===== src/rtl/gtx_usrclk_pkg.sv =====
// Shared definitions for the GTX usrclk MMCM reset/lock sequencer.
// State encodings and counter sizing helper.
package gtx_usrclk_pkg;

    localparam logic [2:0] ST_HOLD      = 3'd0;
    localparam logic [2:0] ST_RST       = 3'd1;
    localparam logic [2:0] ST_WAIT_LOCK = 3'd2;
    localparam logic [2:0] ST_STABLE    = 3'd3;
    localparam logic [2:0] ST_READY     = 3'd4;
    localparam logic [2:0] ST_FAIL      = 3'd5;

    typedef enum logic [2:0] {
        S_HOLD      = ST_HOLD,
        S_RST       = ST_RST,
        S_WAIT_LOCK = ST_WAIT_LOCK,
        S_STABLE    = ST_STABLE,
        S_READY     = ST_READY,
        S_FAIL      = ST_FAIL
    } state_e;

    function automatic int cnt_w(input int v);
        return $clog2(v + 1);
    endfunction

endpackage


===== src/rtl/gtx_usrclk_rst_ctrl_fsm.sv =====
// One MMCM reset/lock sequencer: input synchronizers, FSM and counters.
// Outputs are registered from the next state so they track the state register.
module gtx_mmcm_rst_fsm
    import gtx_usrclk_pkg::*;
#(
    parameter int RST_CYCLES   = 16,
    parameter int LOCK_TIMEOUT = 1024,
    parameter int LOCK_STABLE  = 8,
    parameter int MAX_RETRY    = 3
) (
    input  logic clk,
    input  logic rst_n,
    input  logic soft_rst,
    input  logic clk_valid,
    input  logic mmcm_lock,
    output logic mmcm_reset,
    output logic usrclk_rdy,
    output logic fail
);

    localparam int RW = cnt_w(RST_CYCLES);
    localparam int TW = cnt_w(LOCK_TIMEOUT);
    localparam int SW = cnt_w(LOCK_STABLE);
    localparam int YW = cnt_w(MAX_RETRY);

    localparam logic [RW-1:0] RST_LAST  = RW'(RST_CYCLES - 1);
    localparam logic [TW-1:0] TO_LAST   = TW'(LOCK_TIMEOUT - 1);
    localparam logic [SW-1:0] STB_LAST  = SW'(LOCK_STABLE - 1);
    localparam logic [YW-1:0] RETRY_MAX = YW'(MAX_RETRY);

    logic [1:0] vld_sync_q;
    logic [1:0] lck_sync_q;
    logic       valid_s;
    logic       lock_s;

    state_e          state_q, state_d;
    logic [RW-1:0]   rst_cnt_q, rst_cnt_d;
    logic [TW-1:0]   to_cnt_q, to_cnt_d;
    logic [SW-1:0]   stb_cnt_q, stb_cnt_d;
    logic [YW-1:0]   retry_q, retry_d;
    logic            rst_q, rst_d;
    logic            rdy_q, rdy_d;
    logic            fail_q, fail_d;

    always_ff @(posedge clk or negedge rst_n) begin
        if (!rst_n) begin
            vld_sync_q <= '0;
            lck_sync_q <= '0;
        end else begin
            vld_sync_q <= {vld_sync_q[0], clk_valid};
            lck_sync_q <= {lck_sync_q[0], mmcm_lock};
        end
    end

    assign valid_s = vld_sync_q[1];
    assign lock_s  = lck_sync_q[1];

    always_ff @(posedge clk or negedge rst_n) begin
        if (!rst_n) begin
            state_q   <= S_HOLD;
            rst_cnt_q <= '0;
            to_cnt_q  <= '0;
            stb_cnt_q <= '0;
            retry_q   <= '0;
            rst_q     <= 1'b1;
            rdy_q     <= 1'b0;
            fail_q    <= 1'b0;
        end else begin
            state_q   <= state_d;
            rst_cnt_q <= rst_cnt_d;
            to_cnt_q  <= to_cnt_d;
            stb_cnt_q <= stb_cnt_d;
            retry_q   <= retry_d;
            rst_q     <= rst_d;
            rdy_q     <= rdy_d;
            fail_q    <= fail_d;
        end
    end

    always_comb begin
        state_d   = state_q;
        rst_cnt_d = rst_cnt_q;
        to_cnt_d  = to_cnt_q;
        stb_cnt_d = stb_cnt_q;
        retry_d   = retry_q;

        // Restart and clock loss take priority over any lock activity
        if (soft_rst || (!valid_s && state_q != S_FAIL)) begin
            state_d   = S_HOLD;
            rst_cnt_d = '0;
            to_cnt_d  = '0;
            stb_cnt_d = '0;
            retry_d   = '0;
        end else begin
            unique case (state_q)
                S_HOLD: begin
                    state_d = S_RST;
                end
                S_RST: begin
                    to_cnt_d  = '0;
                    stb_cnt_d = '0;
                    if (rst_cnt_q == RST_LAST) begin
                        rst_cnt_d = '0;
                        state_d   = S_WAIT_LOCK;
                    end else begin
                        rst_cnt_d = rst_cnt_q + 1'b1;
                    end
                end
                S_WAIT_LOCK: begin
                    if (lock_s) begin
                        stb_cnt_d = '0;
                        state_d   = S_STABLE;
                    end else if (to_cnt_q == TO_LAST) begin
                        if (retry_q == RETRY_MAX) begin
                            state_d = S_FAIL;
                        end else begin
                            retry_d = retry_q + 1'b1;
                            state_d = S_RST;
                        end
                    end else begin
                        to_cnt_d = to_cnt_q + 1'b1;
                    end
                end
                S_STABLE: begin
                    if (!lock_s) begin
                        stb_cnt_d = '0;
                        state_d   = S_WAIT_LOCK;
                    end else if (stb_cnt_q == STB_LAST) begin
                        stb_cnt_d = '0;
                        retry_d   = '0;
                        state_d   = S_READY;
                    end else begin
                        stb_cnt_d = stb_cnt_q + 1'b1;
                    end
                end
                S_READY: begin
                    if (!lock_s) begin
                        rst_cnt_d = '0;
                        state_d   = S_RST;
                    end
                end
                S_FAIL: begin
                    state_d = S_FAIL;
                end
                default: begin
                    state_d = S_HOLD;
                end
            endcase
        end

        rst_d  = (state_d == S_HOLD) || (state_d == S_RST) ||
                 (state_d == S_FAIL);
        rdy_d  = (state_d == S_READY);
        fail_d = (state_d == S_FAIL);
    end

    assign mmcm_reset = rst_q;
    assign usrclk_rdy = rdy_q;
    assign fail       = fail_q;

endmodule


===== src/rtl/gtx_usrclk_rst_ctrl.sv =====
// GTX usrclk MMCM reset/lock sequencer: one tx FSM and one or per-channel
// rx FSMs, with results broadcast across channels where shared.
module gtx_usrclk_rst_ctrl
    import gtx_usrclk_pkg::*;
#(
    parameter int    CHNL_NUM     = 8,
    parameter string BUFG_NUM     = "single",
    parameter int    RST_CYCLES   = 16,
    parameter int    LOCK_TIMEOUT = 1024,
    parameter int    LOCK_STABLE  = 8,
    parameter int    MAX_RETRY    = 3
) (
    input  logic                clk,
    input  logic                rst_n,
    input  logic                soft_rst,
    input  logic [CHNL_NUM-1:0] tx_clk_valid,
    input  logic [CHNL_NUM-1:0] rx_clk_valid,
    input  logic [CHNL_NUM-1:0] tx_mmcm_lock,
    input  logic [CHNL_NUM-1:0] rx_mmcm_lock,
    output logic [CHNL_NUM-1:0] tx_mmcm_reset,
    output logic [CHNL_NUM-1:0] rx_mmcm_reset,
    output logic [CHNL_NUM-1:0] tx_usrclk_rdy,
    output logic [CHNL_NUM-1:0] rx_usrclk_rdy,
    output logic [CHNL_NUM-1:0] tx_fail,
    output logic [CHNL_NUM-1:0] rx_fail
);

    localparam bit MULTI = (BUFG_NUM == "multi");
    localparam int RX_N  = MULTI ? CHNL_NUM : 1;

    logic            tx_rst;
    logic            tx_rdy;
    logic            tx_fl;
    logic [RX_N-1:0] rx_rst;
    logic [RX_N-1:0] rx_rdy;
    logic [RX_N-1:0] rx_fl;

    gtx_mmcm_rst_fsm #(
        .RST_CYCLES   (RST_CYCLES),
        .LOCK_TIMEOUT (LOCK_TIMEOUT),
        .LOCK_STABLE  (LOCK_STABLE),
        .MAX_RETRY    (MAX_RETRY)
    ) u_tx (
        .clk        (clk),
        .rst_n      (rst_n),
        .soft_rst   (soft_rst),
        .clk_valid  (tx_clk_valid[0]),
        .mmcm_lock  (tx_mmcm_lock[0]),
        .mmcm_reset (tx_rst),
        .usrclk_rdy (tx_rdy),
        .fail       (tx_fl)
    );

    for (genvar gi = 0; gi < RX_N; gi++) begin : g_rx
        gtx_mmcm_rst_fsm #(
            .RST_CYCLES   (RST_CYCLES),
            .LOCK_TIMEOUT (LOCK_TIMEOUT),
            .LOCK_STABLE  (LOCK_STABLE),
            .MAX_RETRY    (MAX_RETRY)
        ) u_rx (
            .clk        (clk),
            .rst_n      (rst_n),
            .soft_rst   (soft_rst),
            .clk_valid  (rx_clk_valid[gi]),
            .mmcm_lock  (rx_mmcm_lock[gi]),
            .mmcm_reset (rx_rst[gi]),
            .usrclk_rdy (rx_rdy[gi]),
            .fail       (rx_fl[gi])
        );
    end

    assign tx_mmcm_reset = {CHNL_NUM{tx_rst}};
    assign tx_usrclk_rdy = {CHNL_NUM{tx_rdy}};
    assign tx_fail       = {CHNL_NUM{tx_fl}};

    if (MULTI) begin : g_multi
        assign rx_mmcm_reset = rx_rst;
        assign rx_usrclk_rdy = rx_rdy;
        assign rx_fail       = rx_fl;
    end else begin : g_single
        assign rx_mmcm_reset = {CHNL_NUM{rx_rst[0]}};
        assign rx_usrclk_rdy = {CHNL_NUM{rx_rdy[0]}};
        assign rx_fail       = {CHNL_NUM{rx_fl[0]}};
    end

    // Upper-channel inputs have no consumer when an FSM is shared
    if (CHNL_NUM > 1) begin : g_unused
        logic unused_tx;
        assign unused_tx = ^{tx_clk_valid[CHNL_NUM-1:1],
                             tx_mmcm_lock[CHNL_NUM-1:1]};
        if (!MULTI) begin : g_rx_unused
            logic unused_rx;
            assign unused_rx = ^{rx_clk_valid[CHNL_NUM-1:1],
                                 rx_mmcm_lock[CHNL_NUM-1:1]};
        end
    end

endmodule


===== config.mk =====
export PLATFORM = sky130hd
export DESIGN_NAME = gtx_usrclk_rst_ctrl
export DESIGN_NICKNAME = d
export VERILOG_FILES = /design/src/rtl/gtx_usrclk_pkg.sv /design/src/rtl/gtx_usrclk_rst_ctrl_fsm.sv /design/src/rtl/gtx_usrclk_rst_ctrl.sv
export SDC_FILE = /design/constraint.sdc
export NUM_CORES = 1
export LEC_CHECK = 0
export BUFFER_PORTS_ARGS = -buffer_cell sky130_fd_sc_hd__buf_4
export CORE_AREA = 2 2 86 88
export DETAILED_ROUTE_END_ITERATION = 12
export DIE_AREA = 0 0 88 90
export GPL_TIMING_DRIVEN = 0
export PLACE_DENSITY = 0.79
export SLEW_MARGIN = 0
export SYNTH_ARGS = -nofsm -noshare
export SYNTH_HDL_FRONTEND = slang
export SYNTH_SLANG_ARGS = --single-unit

===== constraint.sdc =====
create_clock -name clk -period 2.2 [get_ports clk]
set_input_delay 0.22 -clock clk [delete_from_list [all_inputs] [get_ports clk]]
set_output_delay 0.22 -clock clk [all_outputs]
set_load 0.02 [all_outputs]

Yosys cells after proc, flatten, opt, wreduce, memory -nomap -nowiden
Index checks and enable logic that the tools add are counted.
- logic and storage cells: 158
- output and inout bits: 48
- flip-flop bits (word level): 64
- eq/ne operators: 42
- add/subtract/negate cells: 8
- reductions and logical operators: 30
- mux-type cells: 58
- operators by type and width (cell ; count):
    2-to-1 mux 11 bit ; 6
    2-to-1 mux 3 bit ; 16
    one-hot mux 11 bit (2 select lines) ; 2
    one-hot mux 3 bit (6 select lines) ; 2
    2-to-1 mux 4 bit ; 8
    2-to-1 mux 5 bit ; 6
    == test 3 bit (second input constant) ; 8
    2-to-1 mux 2 bit ; 12
    != test 3 x 1 -> 1 bit (second input constant) ; 8
    one-hot mux 4 bit (3 select lines) ; 2
    adder 11 x 1 -> 11 bit (second input constant) ; 2
    == test 11 x 10 -> 1 bit (second input constant) ; 2
    one-hot mux 5 bit (2 select lines) ; 2
    != test 3 bit (second input constant) ; 6
    nonzero test 3 bit ; 6
    == test 3 x 1 -> 1 bit (second input constant) ; 4
    == test 3 x 2 -> 1 bit (second input constant) ; 4
    logical NOT 3 bit ; 4
    != test 3 x 2 -> 1 bit (second input constant) ; 4
    AND reduction 6 bit ; 2
    adder 5 x 1 -> 5 bit (second input constant) ; 2
    == test 5 x 4 -> 1 bit (second input constant) ; 2
    adder 4 x 1 -> 4 bit (second input constant) ; 2
    == test 4 x 3 -> 1 bit (second input constant) ; 2
    9 further kinds ; 24

Depth between registers and ports, before layout
- depth after elaboration: 9
- mapped depth: 7

Modules after synthesis
From an unflattened synthesis, not the netlist that was laid out.
- cells, all modules: 421
- area, all modules: 3916.3 µm²
- by module, submodules not included (module ; area each (µm²) ; instances ; seq. area each (µm²) ; cells each):
    gtx_mmcm_rst_fsm (u_tx) ; 1820.5 ; 1 ; 802.0 ; 189
    gtx_mmcm_rst_fsm (g_rx[0].u_rx) ; 1735.4 ; 1 ; 802.0 ; 184
    gtx_usrclk_rst_ctrl ; 360.3 ; 1 ; 0.0 ; 48

Worst setup path before layout
OpenSTA, ideal clock, no wires.
- kind: reg2reg
- start point: reg g_rx[0].u_rx.to_cnt_q[0]
- end point: reg g_rx[0].u_rx.to_cnt_q[5]
- cell stages (with the launch flop): 8
- setup slack: 0.250 ns
- arrival time: 1.839 ns
- data required time: 2.090 ns
- setup time: 0.110 ns
- cell sequence: dfrtp_1 > ha_1 > nand3_2 > or4_4 > a211oi_1 > buf_2 > o21ai_1 > o41ai_1
- longest elaborated chain between the ends: 5
- RTL lines (element ; line ; text):
    start: declaration ; gtx_usrclk_rst_ctrl_fsm.sv:38 ; logic [TW-1:0] to_cnt_q, to_cnt_d;
    start signal: assignment ; gtx_usrclk_rst_ctrl_fsm.sv:71 ; to_cnt_q <= to_cnt_d;
    adder 11 x 1 -> 11 bit ; gtx_usrclk_rst_ctrl_fsm.sv:121 ; to_cnt_d = to_cnt_q + 1'b1;
    2-to-1 mux 11 bit ; gtx_usrclk_rst_ctrl_fsm.sv:113 ; end else if (to_cnt_q == TO_LAST) begin
    2-to-1 mux 11 bit ; gtx_usrclk_rst_ctrl_fsm.sv:110 ; if (lock_s) begin
    one-hot mux 11 bit (2 select lines) ; gtx_usrclk_rst_ctrl_fsm.sv:95 ; unique case (state_q)
    2-to-1 mux 11 bit ; gtx_usrclk_rst_ctrl_fsm.sv:88 ; if (soft_rst || (!valid_s && state_q != S_FAIL)) begin
Parallel ways exist; a longest one is shown, timed or not. The select of a mux whose other input is x is not followed.
A chain may end at the register's enable or synchronous reset.

Worst setup path after layout
- start point: reg u_tx.state_q[1]
- end point: reg u_tx.to_cnt_q[5]
- longest elaborated chain between the ends: 5
- RTL lines (element ; line ; text):
    start: declaration ; gtx_usrclk_rst_ctrl_fsm.sv:36 ; state_e state_q, state_d;
    start signal: assignment ; gtx_usrclk_rst_ctrl_fsm.sv:69 ; state_q <= state_d;
    != test 3 bit ; gtx_usrclk_rst_ctrl_fsm.sv:88 ;
    logical AND 1 bit ; gtx_usrclk_rst_ctrl_fsm.sv:88 ;
    logical OR 1 bit ; gtx_usrclk_rst_ctrl_fsm.sv:88 ;
    != test 3 x 2 -> 1 bit (no source line) (tied with other cells) ; n/a ;
    AND reduction 3 bit (no source line) ; n/a ;
    end signal: assignment ; gtx_usrclk_rst_ctrl_fsm.sv:71 ;
    end: declaration ; gtx_usrclk_rst_ctrl_fsm.sv:38 ;
Parallel ways exist; a longest one is shown, timed or not.

==> results.md <==
- Gp weighted congestion: about 0.9
- Initial antenna violation count: 0
- Status: completed
- Post-synth EDFFs: 0
- Most common cell after layout, fill and taps aside: buf_4
- NumNets Final: 517
- Clk pin slew, worst setup/hold paths: 0.07 ns
- Initial core utilization: between 50 and 60%
- Sequential cell area: around 1600 um2
- DRT Pass-1 Iters: 4
- Htree depth: 3
- Drt wl/cell: between 10 and 15 um
- Total Wirelength: 7690 um
- Sequential area share after synthesis: 43.0%
- Post-synth cell types: 66
- Final hold vios: 0
- Num ports: 83
- Final hold slack: roughly 0.35 ns
- Die W: 88 um
- Pwr Total: 2.33 mW
- Asr flop ratio synth: between 90% and 100%
- Worst-path maximum fanout: 10
- Vias: 3152
- Root Buffer: clkbuf_8
- Max-cap violations: 0
- Net count after synthesis: about 450
- Measured slew at the worst slew-check pin: 0.775 ns
- RSZ-0062 raised after global routing: true
- Most frequent cells in the layout: buf_4, dfrtp_1, nor2_1
- Prevailing post-synth register cell: dfrtp_1
- Fin crit share: 94.3%
- Final ANT Viol Nets: 0
- Remaining DRCs: 0
- HPWL after detailed placement: 5370 um
- Synthesized area: 3730 um2
- Vias per inst: 5.45
- Latest clock arrival within the worst-skew pair: 0.35 ns
- Global route total overflow: 0
- TritonCTS Buffers: 9
- Pwr per Cell Area: 512 nW/um2
- Row Count: 31
- Ant. Diodes: 0
- Cells after Synth: 402
- Ratio of cells with drive above 1 in the final layout: 31.9%
- Worst EP arrival: between 2 and 2.5 ns
- Setup crit end kind: flop
- Finished Layout Cells: 578
- WS Path Type: flop to flop
- Peak supply drop: 0.452 mV
- Largest net degree at the start of global routing: 65
- Yosys reg bits: 64
- Initial DRC count: 276
- Tot GR Track Use: 20.5%
- Placed insts: 554
- Syn avg cell area: 9.28 um2
- Synth area leaders: dfrtp_1, buf_4, o21ai_0
- Global-route wire length before repair: approximately 13000 um
- Port bufs: 53
- Max clock buf depth: 2
- Clock Sinks: 64
- Area occupied by multi-input gates: 1730 um2
- HP Class: flop to flop
- Yosys warns: 0
- Slew headroom: around half
- Post-synth top area share: a little over two fifths
- Die Span Y: 90 um
- Final Max Tran Viols: 0
- Max Clock Skew: 0.00953 ns
- Crit start category: flop
- P&R area growth vs syn: 22.3%
- # fillers: 588
- Minimum clock period: 2.07 ns
- Final setup viols: 0
- Die ar.: 7920 um2
- Leak: around 2.1 nW
- Via count of the first global-routing pass: 2948
- Peak Freq: 482 MHz
- Worst EP required: 2.47 ns
- Area leader, netlist: dfrtp_1
- Core area: 7020 um2
- CTS tree: yes
[power breakdown]
part / internal (mW) / total [mW] / switching (mW)
registers: 1.19 / 1.21 / 0.0138
clock network: 0.519 / 0.958 / 0.440
logic: 0.0616 / 0.168 / 0.107
total: 1.77 / 2.33 / 0.560
[cell usage after synthesis, types with 3 or more instances]
cell type	number
and3_1	3
dfrtp_1	62
a21oi_1	17
nand2_1	29
and2_1	5
or3_1	5
buf_2	5
or2_2	3
a31oi_1	3
clkbuf_1	7
nor2_1	33
o41ai_1	4
o21ai_0	28
inv_1	10
nor3_1	6
o211ai_1	4
ha_1	8
nand3_1	15
nor3b_1	3
xor2_1	3
buf_4	48
o21ai_1	11
o31ai_1	5
or3b_2	4
nor2b_1	7
nor4_1	5
nand2b_1	6
o21a_1	3
nand4b_1	3
a211oi_1	3
nand4_1	6
or4_1	3
[sequential cells by signal, indices dropped and copies added, names as in the netlist, 3 cells and up]
name and cells:
u_tx.state_q 3, u_tx.to_cnt_q 11, g_rx.u_rx.stb_cnt_q 4, u_tx.rst_cnt_q 5
g_rx.u_rx.rst_cnt_q 5, u_tx.stb_cnt_q 4, g_rx.u_rx.to_cnt_q 11, g_rx.u_rx.state_q 3
[stage by stage]
| step | TNS [ns] | cell area, um2 | setup WS [ns] | util (%) |
|---|---|---|---|---|
| after floorplan | 0 | 3730 | 0.250 | - |
| after global routing | -0.119 | 4560 | -0.0607 | 65.0 |
| after CTS | 0 | 4480 | 0.00607 | 63.9 |
| after detailed placement | 0 | 4250 | 0.0185 | 60.5 |
| after global placement | 0 | 4250 | 0.0141 | 60.5 |
| final | 0 | 4560 | 0.126 | 65.0 |
[final timing paths]
path                                    startpoint                        to  slack [ns]  cells past startpoint
worst max-delay path               u_tx.state_q[1]          u_tx.to_cnt_q[5]        0.13                      7
worst min-delay path            u_tx.lck_sync_q[0]        u_tx.lck_sync_q[1]        0.35                      0
min in group asynchronous                    rst_n  g_rx[0].u_rx.to_cnt_q[9]        0.49                      2
max in group asynchronous                    rst_n         u_tx.rst_cnt_q[2]        1.19                      2
worst max register to register     u_tx.state_q[1]          u_tx.to_cnt_q[5]        0.13                      7
worst min register to register  u_tx.lck_sync_q[0]        u_tx.lck_sync_q[1]        0.35                      0
[layer usage]
layer | track usage, % | up-vias | share of wire, % | wire length [um]
li1 | - | 1553 | - | -
met3 | 3.49 | 9 | 3.9 | 303
met2 | 33.5 | 83 | 49 | 3800
met1 | 26.9 | 1507 | 45 | 3450
met4 | 8.21 | 0 | 1.8 | 138
met5 | 0 | - | 0 | 0
[cell families (layout without fill, tap and decap cells)]
family,Yosys count,after routing,share of synthesized area (%)
AO/OA/AOI/OAI,103,104,18.3
multiplexers,4,4,1.14
XOR/XNOR,3,3,0.705
flip-flops,64,64,43.0
buffers and inverters,71,147,12.3
adder cells (fa/ha/maj),8,8,2.68
AND/OR/NAND/NOR,149,149,21.8
[cell type report]
class,instances,share of cell area [%]
multi-input combinational,268,37.9
clock buffer,12,2.96
tap,99,2.72
clock inverter,4,0.988
timing repair buffer,60,10.1
sequential,64,35.2
inverter,10,0.823
buffer,61,9.36
[critical path: stages (launching register included)]
cell and delay (ns):
dfrtp_1 0.45, or3b_1 0.45, or3_1 0.33, buf_2 0.19, o22ai_4 0.19, buf_6 0.19, o211ai_1 0.11, o21ai_1 0.10
[timing repair]
item                                   in CTS  in global routing
endpoints found under the hold margin      25                  0
gates cloned                                0                  2
setup buffers                               0                  1
pin swaps                                   0                  2
gates resized for setup                     1                 13
hold buffers                                5                  0
setup endpoints to repair                   2                 27
Note: power is estimated with default switching activity, not from simulation.
